### src/rtl/soma_lif_array_if.sv
// Bundles the soma's configuration, synaptic input and output signals.
//   master : drives kill, cfg_we, config values, in_spike and weight;
//            observes out_spike, o_wait, o_ovr and v_mem.
//   slave  : the soma itself, with the opposite directions.
interface soma_lif_array_if #(
  parameter int N_IN = 4,
  parameter int WW   = 8,
  parameter int VW   = 16,
  parameter int TW   = 8
);
  logic                 kill;
  logic                 cfg_we;
  logic [VW-1:0]        V_rest;
  logic [VW-1:0]        V_th;
  logic [VW-1:0]        V_leak;
  logic [TW-1:0]        refr_time;
  logic [TW-1:0]        axon_delay;
  logic [N_IN-1:0]      in_spike;
  logic [N_IN*WW-1:0]   weight;
  logic                 out_spike;
  logic                 o_wait;
  logic                 o_ovr;
  logic [VW-1:0]        v_mem;

  modport master (
    output kill, cfg_we, V_rest, V_th, V_leak, refr_time, axon_delay,
           in_spike, weight,
    input  out_spike, o_wait, o_ovr, v_mem
  );

  modport slave (
    input  kill, cfg_we, V_rest, V_th, V_leak, refr_time, axon_delay,
           in_spike, weight,
    output out_spike, o_wait, o_ovr, v_mem
  );
endinterface

### src/rtl/soma_lif_array.sv
// Leaky integrate-and-fire soma with N_IN weighted synaptic channels,
// refractory period, single-slot axon delay line and permanent kill.
//   clk, rst : rising-edge clock, synchronous active-high reset
//   bus      : soma_lif_array_if slave modport
//     kill, cfg_we, V_rest/V_th/V_leak, refr_time/axon_delay  (in)
//     in_spike[N_IN], weight[N_IN*WW] packed signed              (in)
//     out_spike, o_wait, o_ovr, v_mem                            (out, registered)

// One synaptic lane: gates a signed weight by its spike strobe and
// sign-extends it to the accumulator width.
module soma_lif_lane #(
  parameter int WW = 8,
  parameter int SW = 11
) (
  input  logic          spike,
  input  logic [WW-1:0] w,
  output logic [SW-1:0] term
);
  assign term = spike ? {{(SW-WW){w[WW-1]}}, w} : '0;
endmodule

module soma_lif_array #(
  parameter int N_IN = 4,
  parameter int WW   = 8,
  parameter int VW   = 16,
  parameter int TW   = 8
) (
  input  logic clk,
  input  logic rst,
  soma_lif_array_if.slave bus
);
  localparam int SW = WW + $clog2(N_IN) + 1;  // synaptic sum width
  localparam int VX = VW + 2;                 // signed membrane update width

  typedef enum logic [1:0] {ACTIVE, REFRACTORY, DEACTIVE} state_t;

  state_t        state;
  logic [VW-1:0] v;
  logic [VW-1:0] lat_rest, lat_th, lat_leak;
  logic [TW-1:0] lat_refr, lat_dly;
  logic [TW-1:0] rcnt;
  logic [TW-1:0] dcnt;
  logic          pend;
  logic          out_spike_q, o_wait_q, o_ovr_q;

  // ---- synaptic integration ----
  logic [N_IN-1:0][SW-1:0] term;

  for (genvar gi = 0; gi < N_IN; gi++) begin : g_lane
    soma_lif_lane #(.WW(WW), .SW(SW)) u_lane (
      .spike (bus.in_spike[gi]),
      .w     (bus.weight[gi*WW +: WW]),
      .term  (term[gi])
    );
  end

  logic signed [SW-1:0] sum;
  logic signed [VX-1:0] v_raw;
  logic        [VW-1:0] v_clamp;
  logic                 fire;
  logic                 expire;

  always_comb begin
    sum = '0;
    for (int i = 0; i < N_IN; i++) sum = sum + term[i];
    v_raw = $signed({2'b00, v}) + $signed({{(VX-SW){sum[SW-1]}}, sum})
            - $signed({2'b00, lat_leak});
    // Floor at the rest potential, ceiling at full scale.
    if (v_raw < $signed({2'b00, lat_rest}))
      v_clamp = lat_rest;
    else if (v_raw > $signed({2'b00, {VW{1'b1}}}))
      v_clamp = '1;
    else
      v_clamp = v_raw[VW-1:0];
    fire   = (state == ACTIVE) && (v_clamp >= lat_th);
    // The pending pulse leaves the delay slot this cycle.
    expire = pend && (dcnt == '0);
  end

  // ---- state, membrane, delay line ----
  always_ff @(posedge clk) begin
    if (rst) begin
      state       <= ACTIVE;
      lat_rest    <= bus.V_rest;
      lat_th      <= bus.V_th;
      lat_leak    <= bus.V_leak;
      lat_refr    <= bus.refr_time;
      lat_dly     <= bus.axon_delay;
      v           <= bus.V_rest;
      rcnt        <= '0;
      dcnt        <= '0;
      pend        <= 1'b0;
      out_spike_q <= 1'b0;
      o_wait_q    <= 1'b0;
      o_ovr_q     <= 1'b0;
    end else begin
      if (bus.cfg_we) begin
        lat_rest <= bus.V_rest;
        lat_th   <= bus.V_th;
        lat_leak <= bus.V_leak;
        lat_refr <= bus.refr_time;
        lat_dly  <= bus.axon_delay;
      end
      out_spike_q <= 1'b0;

      if (bus.kill || state == DEACTIVE) begin
        // Dead soma: v frozen, nothing pending, outputs quiet.
        state    <= DEACTIVE;
        pend     <= 1'b0;
        o_wait_q <= 1'b0;
      end else begin
        // Delay slot counts down regardless of soma state.
        if (expire) begin
          out_spike_q <= 1'b1;
          pend        <= 1'b0;
        end else if (pend) begin
          dcnt <= dcnt - 1'b1;
        end

        case (state)
          ACTIVE: begin
            if (fire) begin
              v        <= lat_rest;
              state    <= REFRACTORY;
              rcnt     <= lat_refr;
              o_wait_q <= 1'b1;
              // Slot is free if empty or emptying this very cycle.
              if (!pend || expire) begin
                if (lat_dly == '0) begin
                  out_spike_q <= 1'b1;
                end else begin
                  pend <= 1'b1;
                  // Output is registered, so the countdown is one short.
                  dcnt <= lat_dly - 1'b1;
                end
              end else begin
                o_ovr_q <= 1'b1;
              end
            end else begin
              v        <= v_clamp;
              o_wait_q <= 1'b0;
            end
          end
          REFRACTORY: begin
            v <= lat_rest;
            if (rcnt == '0) begin
              state    <= ACTIVE;
              o_wait_q <= 1'b0;
            end else begin
              rcnt <= rcnt - 1'b1;
            end
          end
          default: state <= DEACTIVE;
        endcase
      end
    end
  end

  assign bus.out_spike = out_spike_q;
  assign bus.o_wait    = o_wait_q;
  assign bus.o_ovr     = o_ovr_q;
  assign bus.v_mem     = v;
endmodule

### src/flat_wrapper.sv
// flat-port wrapper written by rule: the top's interface ports become plain ports
module soma_lif_array_flat 
#(
  parameter int N_IN = 4,
  parameter int WW   = 8,
  parameter int VW   = 16,
  parameter int TW   = 8
)
  (clk, rst, bus_kill, bus_cfg_we, bus_V_rest, bus_V_th, bus_V_leak, bus_refr_time, bus_axon_delay, bus_in_spike, bus_weight, bus_out_spike, bus_o_wait, bus_o_ovr, bus_v_mem);
  soma_lif_array_if #(.N_IN(N_IN), .WW(WW), .VW(VW), .TW(TW)) bus_i ();
  input  logic clk;
  input  logic rst;
  input wire logic [$bits(bus_i.kill)-1:0] bus_kill;
  input wire logic [$bits(bus_i.cfg_we)-1:0] bus_cfg_we;
  input wire logic [$bits(bus_i.V_rest)-1:0] bus_V_rest;
  input wire logic [$bits(bus_i.V_th)-1:0] bus_V_th;
  input wire logic [$bits(bus_i.V_leak)-1:0] bus_V_leak;
  input wire logic [$bits(bus_i.refr_time)-1:0] bus_refr_time;
  input wire logic [$bits(bus_i.axon_delay)-1:0] bus_axon_delay;
  input wire logic [$bits(bus_i.in_spike)-1:0] bus_in_spike;
  input wire logic [$bits(bus_i.weight)-1:0] bus_weight;
  output wire logic [$bits(bus_i.out_spike)-1:0] bus_out_spike;
  output wire logic [$bits(bus_i.o_wait)-1:0] bus_o_wait;
  output wire logic [$bits(bus_i.o_ovr)-1:0] bus_o_ovr;
  output wire logic [$bits(bus_i.v_mem)-1:0] bus_v_mem;
  assign bus_i.kill = bus_kill;
  assign bus_i.cfg_we = bus_cfg_we;
  assign bus_i.V_rest = bus_V_rest;
  assign bus_i.V_th = bus_V_th;
  assign bus_i.V_leak = bus_V_leak;
  assign bus_i.refr_time = bus_refr_time;
  assign bus_i.axon_delay = bus_axon_delay;
  assign bus_i.in_spike = bus_in_spike;
  assign bus_i.weight = bus_weight;
  assign bus_out_spike = bus_i.out_spike;
  assign bus_o_wait = bus_i.o_wait;
  assign bus_o_ovr = bus_i.o_ovr;
  assign bus_v_mem = bus_i.v_mem;
  soma_lif_array #(.N_IN(N_IN), .WW(WW), .VW(VW), .TW(TW)) u_core (.clk(clk), .rst(rst), .bus(bus_i));
endmodule
### config.mk
export PLATFORM = sky130hd
export DESIGN_NAME = soma_lif_array_flat
export DESIGN_NICKNAME = d
export VERILOG_FILES = /design/src/rtl/soma_lif_array_if.sv /design/src/rtl/soma_lif_array.sv /design/src/flat_wrapper.sv
export SDC_FILE = /design/constraint.sdc
export NUM_CORES = 1
export LEC_CHECK = 0
export BUFFER_PORTS_ARGS = -buffer_cell sky130_fd_sc_hd__buf_2
export CORE_ASPECT_RATIO = 2
export CORE_MARGIN = 2
export CORE_UTILIZATION = 29
export DETAILED_ROUTE_END_ITERATION = 10
export SYNTH_ARGS = -nofsm -noshare
export SYNTH_HDL_FRONTEND = slang
export SYNTH_HIERARCHICAL = 1
export SYNTH_SLANG_ARGS = --single-unit
### constraint.sdc
create_clock -name clk -period 14.6 [get_ports clk]
set_clock_uncertainty 0.05 [all_clocks]
set_input_delay 2.92 -clock clk [delete_from_list [all_inputs] [get_ports clk]]
set_output_delay 2.92 -clock clk [all_outputs]
set_load 0.02 [all_outputs]
# Yosys cells after proc, flatten, opt, wreduce, memory -nomap -nowiden
# Cells that the tools add are included.
# classes
add_sub_neg	8
n_mul	0
mux	46
n_reduce_logical	19
shift	0
bitwise	2
n_eq_ne	8
div_mod_pow	0
order_cmp	3
# ops
op	n
16-bit two-way mux	11
8-bit two-way mux	12
11-bit two-way mux	4
11-bit adder	3
16-bit case mux with 2 select lines	1
8-bit logical NOT	3
8-bit by 1-bit subtractor with 8-bit output, second input constant	3
17-bit by 11-bit adder with 18-bit output	1
18-bit by 17-bit greater-than comparator with 1-bit output, second input constant	1
18-bit by 17-bit less-than comparator with 1-bit output	1
18-bit by 17-bit subtractor with 18-bit output	1
16-bit >= comparator	1
8-bit case mux with 2 select lines	1
1-bit two-way mux	12
2-bit AND reduction	4
4-bit AND reduction	2
2-bit two-way mux	3
2-bit by 1-bit != test with 1-bit output, second input constant	2
2-bit != test, second input constant	2
2-bit case mux with 2 select lines	1
2-bit nonzero test	2
3-bit by 1-bit != test with 1-bit output, second input constant	1
3-bit by 2-bit != test with 1-bit output, second input constant	1
3-bit nonzero test	1
other kinds (9)	12
# totals
input_bits	104
memories	0
output_inout_bits	19
wordCells	100
ram_bits	0
regBits	102
romBits	0
latchBits	0

# Logic depth before layout (Yosys ltp)
# Gate-level depths: netlist (run 1).
# depth
word_depth	15
ltp_mapped	45

# Cells and area by module
# The synthesis (run 1) kept the hierarchy.
# modules_own_cells
mod	instances	cells_per_inst	area_per_inst_um2
soma_lif_array	1	776	7587.3
soma_lif_lane	4	11	72.6

# Worst setup path after synthesis (run 1)
# Ideal clock, no wire load.
# synth_path
kind	input-to-reg
start	input bus_weight[2]
end	register u_core.v[12] (netlist: u_core/bus.v_mem[12]), data pin
setup_slack_ps	3013
setup_time_ps	279
n_path_buf	2
required_ps	14271
stages	42
arrival_time_ps	11258
path_cell_list	and2_1 > inv_1 > fa_1 > fa_1 > inv_1 > ha_1 > a211oi_1 > o21ai_0 > a21oi_1 > o21bai_1 > a21oi_1 > xor2_1 > fa_1 > inv_1 > ha_1 > nand2_1 > nand2b_1 > a211oi_1 > [... 6 more ...] > a211oi_1 > nor2_1 > nor4b_1 > a21o_1 > nand3_1 > clkbuf_1 > a31oi_1 > a31oi_1 > ha_1 > a21o_1 > a211o_1 > a31oi_1 > a21oi_1 > o31ai_1 > nor2b_1 > o211a_4 > buf_6 > a222oi_1
# synth_via
elab_chain_len	15
elab_cells_between_ends	16
cone_classes	add/sub (5); order compare (3); mux (7); reduce/logical (1)
# synth_rtl
element	line_no	rtl
start, declared	flat_wrapper.sv:21	input wire logic [$bits(bus_i.weight)-1:0] bus_weight;
11-bit two-way mux (*)	soma_lif_array.sv:19	assign term = spike ? {{(SW-WW){w[WW-1]}}, w} : '0;
11-bit adder (*) (3 in a row)	soma_lif_array.sv:65	for (int i = 0; i < N_IN; i++) sum = sum + term[i];
17-bit by 11-bit adder with 18-bit output (*)	soma_lif_array.sv:66	v_raw = $signed({2'b00, v}) + $signed({{(VX-SW){sum[SW-1]}}, sum})
18-bit by 17-bit subtractor with 18-bit output (*)	soma_lif_array.sv:67	- $signed({2'b00, lat_leak});
18-bit by 17-bit greater-than comparator with 1-bit output	soma_lif_array.sv:71	else if (v_raw > $signed({2'b00, {VW{1'b1}}}))
16-bit two-way mux	soma_lif_array.sv:71	
16-bit two-way mux (*)	soma_lif_array.sv:69	if (v_raw < $signed({2'b00, lat_rest}))
16-bit >= comparator	soma_lif_array.sv:75	fire = (state == ACTIVE) && (v_clamp >= lat_th);
1-bit logical AND	soma_lif_array.sv:75	
16-bit two-way mux (*)	soma_lif_array.sv:122	if (fire) begin
16-bit case mux with 2 select lines (*)	soma_lif_array.sv:120	case (state)
16-bit two-way mux (*)	soma_lif_array.sv:106	if (bus.kill || state == DEACTIVE) begin
16-bit two-way mux (*)	soma_lif_array.sv:82	if (rst) begin
end signal, assigned	soma_lif_array.sv:89	v <= bus.V_rest;
end signal, assigned	soma_lif_array.sv:123	v <= lat_rest;
end signal, assigned	soma_lif_array.sv:140	v <= v_clamp;
end, declared	soma_lif_array.sv:38	logic [VW-1:0] v;
# Every way passes the cells marked *; elsewhere a longest branch is shown, timed or not. The select of a mux whose other input is x is not followed.
# A chain may end at the register's enable or synchronous reset.

==> results.json, run 1 <==
{
  "outcome": "complete, no violations",
  "numCtsBuffers": 9,
  "drt-pass1-iter-count": 7,
  "gp_congestion": 0.927,
  "drc": 0,
  "clk_path_buf_depth": 2,
  "netlist-cell-type-count": 66,
  "worstPathRequired_ns": 14.61,
  "synthFlopType": "edfxtp_1",
  "path_clk_slew_ns": 0.07,
  "rsz0062_at_grt": "no",
  "cts_resized": 0,
  "critPathSlowestCell": "o31ai_1",
  "first_global_vias": 6312,
  "grt_pass1_wl_um": 31900,
  "die_area_sq_um": 28600,
  "portBuffers": 122,
  "antenna_found_initial": 0,
  "cts_setup_buffers": 0,
  "ys_top_cells_by_count": "176 x inv_1, 80 x edfxtp_1, 65 x ha_1, 50 x a21oi_1, 40 x nand2_1",
  "synth_top_area_share_pct": 30.5,
  "grt-ovfl-total": 0,
  "top_layer": "met4",
  "fin_nets": 1129,
  "syn-num-nets": 1025,
  "finalCritPeriodShare_pct": 90.1,
  "synth-seq-area-share_pct": 36.1,
  "fmax_ghz": 0.0760,
  "finalHoldViolations": 0,
  "avgSynthCellArea_sq_um": 9.61,
  "die_h_um": 237,
  "initial_utilization_pct": 29.4,
  "htreeDepth": 3,
  "worst_setup_path_start_kind": "primary input",
  "drv_cap": 0,
  "layout-drive-gt1-share_pct": 17.0,
  "cp_max_fo": 16,
  "synth_warnings": 6,
  "async_reset_ff_share_pct": 0,
  "synth_cells": 820,
  "hold_path.class": "register to register",
  "slew_headroom_pct": 35.4,
  "dr_wl_met3_um": 824,
  "dp_slack_ns": 1.20,
  "insertion_delay_ns": 0.37,
  "end_kind": "register",
  "max_stage_delay_ns": 0.68,
  "tns_ns": 0,
  "syn_area_sq_um": 7880,
  "root_buffer": "clkbuf_16",
  "synth_top_area_cell": "edfxtp_1",
  "final.min_clock_period_ns": 13.16,
  "synth-seq-cells": 102,
  "drv_slew": 0,
  "grt_max_degree": 65,
  "ant_nets": 0,
  "viasPerCell": 4.81,
  "path_class": "primary input to register",
  "areaGrowthSynthToFinish_pct": 14.9,
  "grt_usage_pct": 14.6,
  "diodes": 0,
  "fillers": 2797,
  "wl_per_cell_um": 16.1,
  "dp.cells": 1261,
  "wl_met1_um": 6970,
  "vias": 6143,
  "arrival_ns": 13.17,
  "met2_length_um": 11900,
  "stdcell_count": 1277,
  "top_level_ports": 123,
  "clock-sinks": 102,
  "core_sq_um": 26800,
  "setup_slack_ns": 1.44,
  "synth_edf_count": 80,
  "synth_most_common_cell": "inv_1",
  "setup_viol": 0,
  "max_slew.worst_pin.slew_ns": 0.962,
  "rrSetupSlack_ns": 6.37,
  "cts-hold-fix-buffers": 0,
  "rows": 85,
  "routed_wl_um": 20500,
  "die_x_um": 121,
  "cts_tree": "built",
  "synth_area_leaders": "edfxtp_1 30%, ha_1 10%, fa_1 9.1%",
  "drtIter0Drc": 284,
  "dp_hpwl_um": 16700
}
## sequential cells by signal, summed over array words and instances (netlist names)
register and cells:
u_core/lat_refr 8, u_core/pend 1, u_core/lat_leak 16, u_core/lat_th 16
u_core/bus.o_ovr 1, u_core/bus.v_mem 16, u_core/state 2, u_core/dcnt 8
u_core/bus.o_wait 1, u_core/rcnt 8, u_core/lat_rest 16, u_core/lat_dly 8
u_core/bus.out_spike 1
## logic make-up after synthesis
group | share of synthesized area, %
xor gates and xnor gates | 3.78
muxes | 0.127
DFF | 36.1
and+or+nand+nor | 11.3
adders and majority gates | 19.5
buffers and inverters | 10.7
AOI/OAI and AO/OA | 18.5
## per-stage QoR
stage	area (sq um)	util, %	hold slack, ns
6_report	9050	33.8	0.441
5_1_grt	9050	33.8	0.479
4_1_cts	9050	33.8	0.443
3_5_place_dp	8750	32.7	0.432
3_3_place_gp	8750	32.7	0.424
2_1_floorplan	7880	-	0.403
## worst max-delay path, delay by kind of cell
kind	cells	cell delay, ns
compound gates	18	4.47
fa+ha+maj	7	2.70
simple gates	9	2.10
xor+xnor	2	0.57
buf+inv	5	0.41
## worst paths after layout
path,start,to,cells past startpoint
max,bus_in_spike[0],u_core/bus.v_mem[13]$_DFFE_PP_,41
max reg2reg,u_core/bus.v_mem[8]$_DFFE_PP_,u_core/bus.v_mem[13]$_DFFE_PP_,29
min,u_core/dcnt[4]$_SDFFE_PP0N_,u_core/dcnt[4]$_SDFFE_PP0N_,2
min reg2reg,u_core/dcnt[4]$_SDFFE_PP0N_,u_core/dcnt[4]$_SDFFE_PP0N_,2
## cell usage in the layout, fill, tap and decap left out, drive strengths merged, types with 33 or more instances in the layout
cell and n:
fa 36, inv 177, buf 123, nand2 40
nor2 33, ha 65, a21oi 50, edfxtp 80
and2 33, o21ai 35
## area by class of cell
class	count	area, sq um	share of cell area (%)
multi-input cells	511	4190	46.3
repair buffers	123	618	6.83
clock inverters	4	30.0	0.332
flip-flops and latches	102	2840	31.4
clock buffers	12	268	2.96
well taps	348	435	4.81
inverters	177	664	7.34
## layer usage
layer / global-route usage [%] / up-vias
met3: 2.24 / 41
li1: - / 3028
met2: 29.6 / 180
met5: 0 / -
met4: 6.91 / 0
met1: 13.5 / 2894
Power of run 1 is left out: the tool's default activity adds up to more than one toggle a clock period on the data nets, which glitch-free logic cannot reach.
==> inputs of run 2 (changes only) <==
Settings changed: CELL_PAD_IN_SITES_DETAIL_PLACEMENT set to 1, CELL_PAD_IN_SITES_GLOBAL_PLACEMENT set to 1, PLACE_DENSITY_LB_ADDON set to 0.1.
==> run 2 against run 1 <==
  * Utilization about the same
  * Critical path depth unchanged
  * Design area increased by 0.11%
  * Setup slack got worse by 0.17 ns
  * Hold slack got worse by 0.00066 ns
  * Register-to-register slack got worse by 0.06 ns
  * First-iteration DRC count decreased by 39%
  * Non-clock buffer count increased by 1
  * Flip-flop and latch count unchanged
  * Critical endpoint is now u_core/bus.v_mem[6]$_DFFE_PP_
==> results.json, run 2 (synthesis results as in run 1) <==
{
  "die_area_sq_um": 28600,
  "dr_wl_met3_um": 665,
  "worst_setup_path_start_kind": "primary input",
  "initial_utilization_pct": 29.4,
  "root_buffer": "clkbuf_16",
  "arrival_ns": 13.36,
  "setup_viol": 0,
  "portBuffers": 122,
  "fin_util_pct": 33.8,
  "antenna_found_initial": 0,
  "top_layer": "met4",
  "viasPerCell": 4.83,
  "r2r_start": "u_core/bus.v_mem[8]$_DFFE_PP_",
  "grt-ovfl-total": 0,
  "rsz0062_at_grt": "no",
  "met2_length_um": 14100,
  "wl_met1_um": 7830,
  "ant_nets": 0,
  "drv_slew": 0,
  "dp_hpwl_um": 19000,
  "path_class": "primary input to register",
  "insertion_delay_ns": 0.38,
  "reg2reg_to": "u_core/bus.v_mem[6]$_DFFE_PP_",
  "core_sq_um": 26800,
  "final_area_sq_um": 9060,
  "layout_commonest_cell": "inv_1",
  "drtIter0Drc": 173,
  "cts_resized": 0,
  "fin_nets": 1130,
  "max_slew.worst_pin.slew_ns": 1.06,
  "layout_common_cells": "176 x inv_1, 122 x buf_2, 80 x edfxtp_1, 65 x ha_1, 50 x a21oi_1",
  "worstPathRequired_ns": 14.63,
  "wl_per_cell_um": 18.2,
  "tns_ns": 0,
  "die_h_um": 237,
  "first_global_vias": 6982,
  "setup_slack_ns": 1.27,
  "cp-startpoint": "bus_in_spike[0]",
  "reg2reg_depth": 29,
  "top_level_ports": 123,
  "finalHoldViolations": 0,
  "rrSetupSlack_ns": 6.31,
  "drt-pass1-iter-count": 4,
  "multi_input_area_sq_um": 4190,
  "ff_latch_area_sq_um": 2840,
  "hold_path.class": "register to register",
  "slew_headroom_pct": 28.8,
  "clock-sinks": 102,
  "grt_max_degree": 65,
  "outcome": "complete, no violations",
  "numCtsBuffers": 9,
  "placed_area_sq_um": 8760,
  "final.min_clock_period_ns": 13.33,
  "routed_wl_um": 23200,
  "drc": 0,
  "areaGrowthSynthToFinish_pct": 15.0,
  "drv_cap": 0,
  "cts_tree": "built",
  "path_clk_slew_ns": 0.07,
  "fmax_ghz": 0.0750,
  "rows": 85,
  "cts-hold-fix-buffers": 0,
  "end_kind": "register",
  "htreeDepth": 3,
  "grt_usage_pct": 17.1,
  "die_x_um": 121,
  "vias": 6179,
  "clk_path_buf_depth": 2,
  "cp_max_fo": 16,
  "diodes": 0,
  "critPathSlowestCell": "o31ai_1",
  "gp_congestion": 0.810,
  "cts_setup_buffers": 0,
  "grt_pass1_wl_um": 36900,
  "endpoint": "u_core/bus.v_mem[6]$_DFFE_PP_",
  "max_stage_delay_ns": 0.64,
  "fillers": 3178,
  "layout-drive-gt1-share_pct": 17.2,
  "dp_slack_ns": 0.757,
  "finalCritPeriodShare_pct": 91.3
}
==> run 2: stage by stage <==
step	hold slack, ns	std cells
global route	0.481	1278
detailed placement	0.426	1262
floorplan	0.403	820
finish	0.441	1278
global placement	0.407	1262
CTS	0.447	1278
==> run 2: final cells by class <==
type                    instances  share of cell area [%]
clock inverters                 7                   0.801
clock buffers                   9                    2.49
flip-flops and latches        102                    31.4
inverters                     177                    7.33
repair buffers                124                    6.91
well taps                     348                    4.81
multi-input cells             511                    46.3
==> run 2: metal layers <==
layer	up-vias	global-route usage [%]
met5	-	0
met4	0	6.87
met3	27	2.26
met2	110	36.1
met1	3022	15.6
li1	3020	-
==> run 2: worst max-delay path: cells and delay by family <==
family | cells | cell delay [ns]
AO/OA/AOI/OAI | 18 | 4.66
XOR/XNOR | 2 | 0.47
adder cells (fa/ha/maj) | 7 | 2.82
buffers and inverters | 5 | 0.39
AND/OR/NAND/NOR | 9 | 2.08
==> run 2: how the worst min path moves through the flow <==
stage,startpoint,to,slack [ns],depth (start not counted)
after floorplan,u_core/dcnt[4]$_SDFFE_PP0N_,u_core/dcnt[4]$_SDFFE_PP0N_,0.40,2
after global placement,u_core/bus.o_ovr$_SDFFE_PP0P_,u_core/bus.o_ovr$_SDFFE_PP0P_,0.41,2
after detailed placement,u_core/bus.o_ovr$_SDFFE_PP0P_,u_core/bus.o_ovr$_SDFFE_PP0P_,0.43,2
after CTS,u_core/dcnt[4]$_SDFFE_PP0N_,u_core/dcnt[4]$_SDFFE_PP0N_,0.45,2
after global routing,u_core/dcnt[4]$_SDFFE_PP0N_,u_core/dcnt[4]$_SDFFE_PP0N_,0.48,2
final,u_core/dcnt[4]$_SDFFE_PP0N_,u_core/dcnt[4]$_SDFFE_PP0N_,0.44,2
Power of run 2 is left out for the same reason.
==> inputs of run 3 (changes only) <==
Settings changed: BUFFER_PORTS_ARGS -buffer_cell sky130_fd_sc_hd__buf_2 to not set, DONT_BUFFER_PORTS set to 1.
==> run 3 against run 2 <==
  * Critical path depth fell by 1
  * Routed wire length fell by 1.1%
  * Fmax fell by 0.83%
  * Setup slack got worse by 0.11 ns
  * First-iteration DRC count did not move
  * Utilization fell by 2.4 points
  * Global-route usage fell by 0.62 points
  * Register-to-register slack got worse by 0.48 ns
  * Critical endpoint unchanged
==> results.json, run 3 (synthesis results as in run 1) <==
{
  "hold_path.class": "register to register",
  "fin_nets": 1007,
  "diodes": 0,
  "antenna_found_initial": 0,
  "finalHoldViolations": 0,
  "rsz0062_at_grt": "no",
  "drtIter0Drc": 173,
  "htreeDepth": 3,
  "top_level_ports": 123,
  "stdcell_count": 1155,
  "setup_viol": 0,
  "dp_hpwl_um": 18800,
  "outcome": "complete, no violations",
  "root_buffer": "clkbuf_16",
  "fillers": 3111,
  "vias": 5831,
  "worst_setup_path_start_kind": "primary input",
  "first_global_vias": 6590,
  "max_slew.worst_pin.slew_ns": 1.10,
  "ff_latch_area_sq_um": 2840,
  "fmax_ghz": 0.0744,
  "grt_use_met1_pct": 14.1,
  "wl_per_cell_um": 19.9,
  "insertion_delay_ns": 0.37,
  "grt_usage_pct": 16.5,
  "die_area_sq_um": 28600,
  "core_sq_um": 26800,
  "max_stage_delay_ns": 0.70,
  "initial_utilization_pct": 29.4,
  "clock-sinks": 102,
  "viasPerCell": 5.05,
  "top_usage_layer": "met2",
  "drv_cap": 0,
  "cts-hold-fix-buffers": 0,
  "layout_common_cells": "176 x inv_1, 80 x edfxtp_1, 65 x ha_1, 50 x a21oi_1, 40 x nand2_1",
  "grt-ovfl-total": 0,
  "drc": 0,
  "critPathSlowestCell": "o31ai_1",
  "tns_ns": 0,
  "die_h_um": 237,
  "grt_pass1_wl_um": 35700,
  "die_x_um": 121,
  "cts_tree": "built",
  "ant_nets": 0,
  "dp.cells": 1139,
  "met3_usage_pct": 3.25,
  "arrival_ns": 13.45,
  "cts_setup_buffers": 0,
  "layout-drive-gt1-share_pct": 4.09,
  "cts_resized": 0,
  "finalCritPeriodShare_pct": 92.0,
  "multi_input_area_sq_um": 4190,
  "drv_slew": 0,
  "clk_path_buf_depth": 2,
  "areaGrowthSynthToFinish_pct": 6.93,
  "final.min_clock_period_ns": 13.44,
  "worstPathRequired_ns": 14.62,
  "path_clk_slew_ns": 0.07,
  "grt_max_degree": 65,
  "gr-usage-met2_pct": 35.3,
  "rows": 85,
  "drt-pass1-iter-count": 5,
  "slew_headroom_pct": 26.2,
  "gp_congestion": 0.911,
  "numCtsBuffers": 9,
  "layout_commonest_cell": "inv_1",
  "routed_wl_um": 23000,
  "path_class": "primary input to register",
  "end_kind": "register",
  "cp_max_fo": 16,
  "portBuffers": 0
}
run 3: cell types whose count changed in the layout (fill, tap and decap cells not counted), sizes merged:
cell	delta
clkinvlp	-1
clkbuf	+4
inv	-1
bufinv	-1
clkinv	-1
buf	-123
run 3: metal layers:
layer  vias to the layer above  wire [um]
met5                         -          0
met4                         0        542
met3                        28        944
met2                       122      14100
met1                      2902       7340
li1                       2779          -
run 3: path summary, 6_finish.rpt:
check                                startpoint                            end  slack (ns)  cells past startpoint
setup / recovery                  bus_weight[2]  u_core/bus.v_mem[6]$_DFFE_PP_        1.16                     40
hold / removal      u_core/dcnt[4]$_SDFFE_PP0N_    u_core/dcnt[4]$_SDFFE_PP0N_        0.44                      2
setup reg to reg  u_core/bus.v_mem[8]$_DFFE_PP_  u_core/bus.v_mem[6]$_DFFE_PP_        5.83                     29
hold reg to reg     u_core/dcnt[4]$_SDFFE_PP0N_    u_core/dcnt[4]$_SDFFE_PP0N_        0.44                      2
run 3: metrics by stage:
| step | utilization (%) | worst slack, ns | area (sq um) | hold slack (ns) |
|---|---|---|---|---|
| after floorplan | - | 3.01 | 7880 | 0.403 |
| after global placement | 30.4 | 1.17 | 8140 | 0.421 |
| after detailed placement | 30.4 | 0.828 | 8140 | 0.428 |
| after CTS | 31.4 | 1.19 | 8420 | 0.438 |
| after global routing | 31.4 | 0.320 | 8420 | 0.472 |
| final | 31.4 | 1.16 | 8420 | 0.435 |
run 3: final cells by class:
cell class	instances	share of cell area (%)
multi-input cells	511	49.8
clock inverters	3	0.208
flip-flops and latches	102	33.7
clock buffers	13	3.10
well taps	348	5.17
repair buffers	1	0.0891
inverters	177	7.89
run 3: worst max-delay path, delay by kind of cell:
kind	cells	cell delay, ns
adders and majority gates	7	2.80
AOI/OAI and AO/OA	18	4.73
buffers and inverters	4	0.25
and+or+nand+nor	9	2.23
xor gates and xnor gates	2	0.51
Power of run 3 is left out for the same reason.
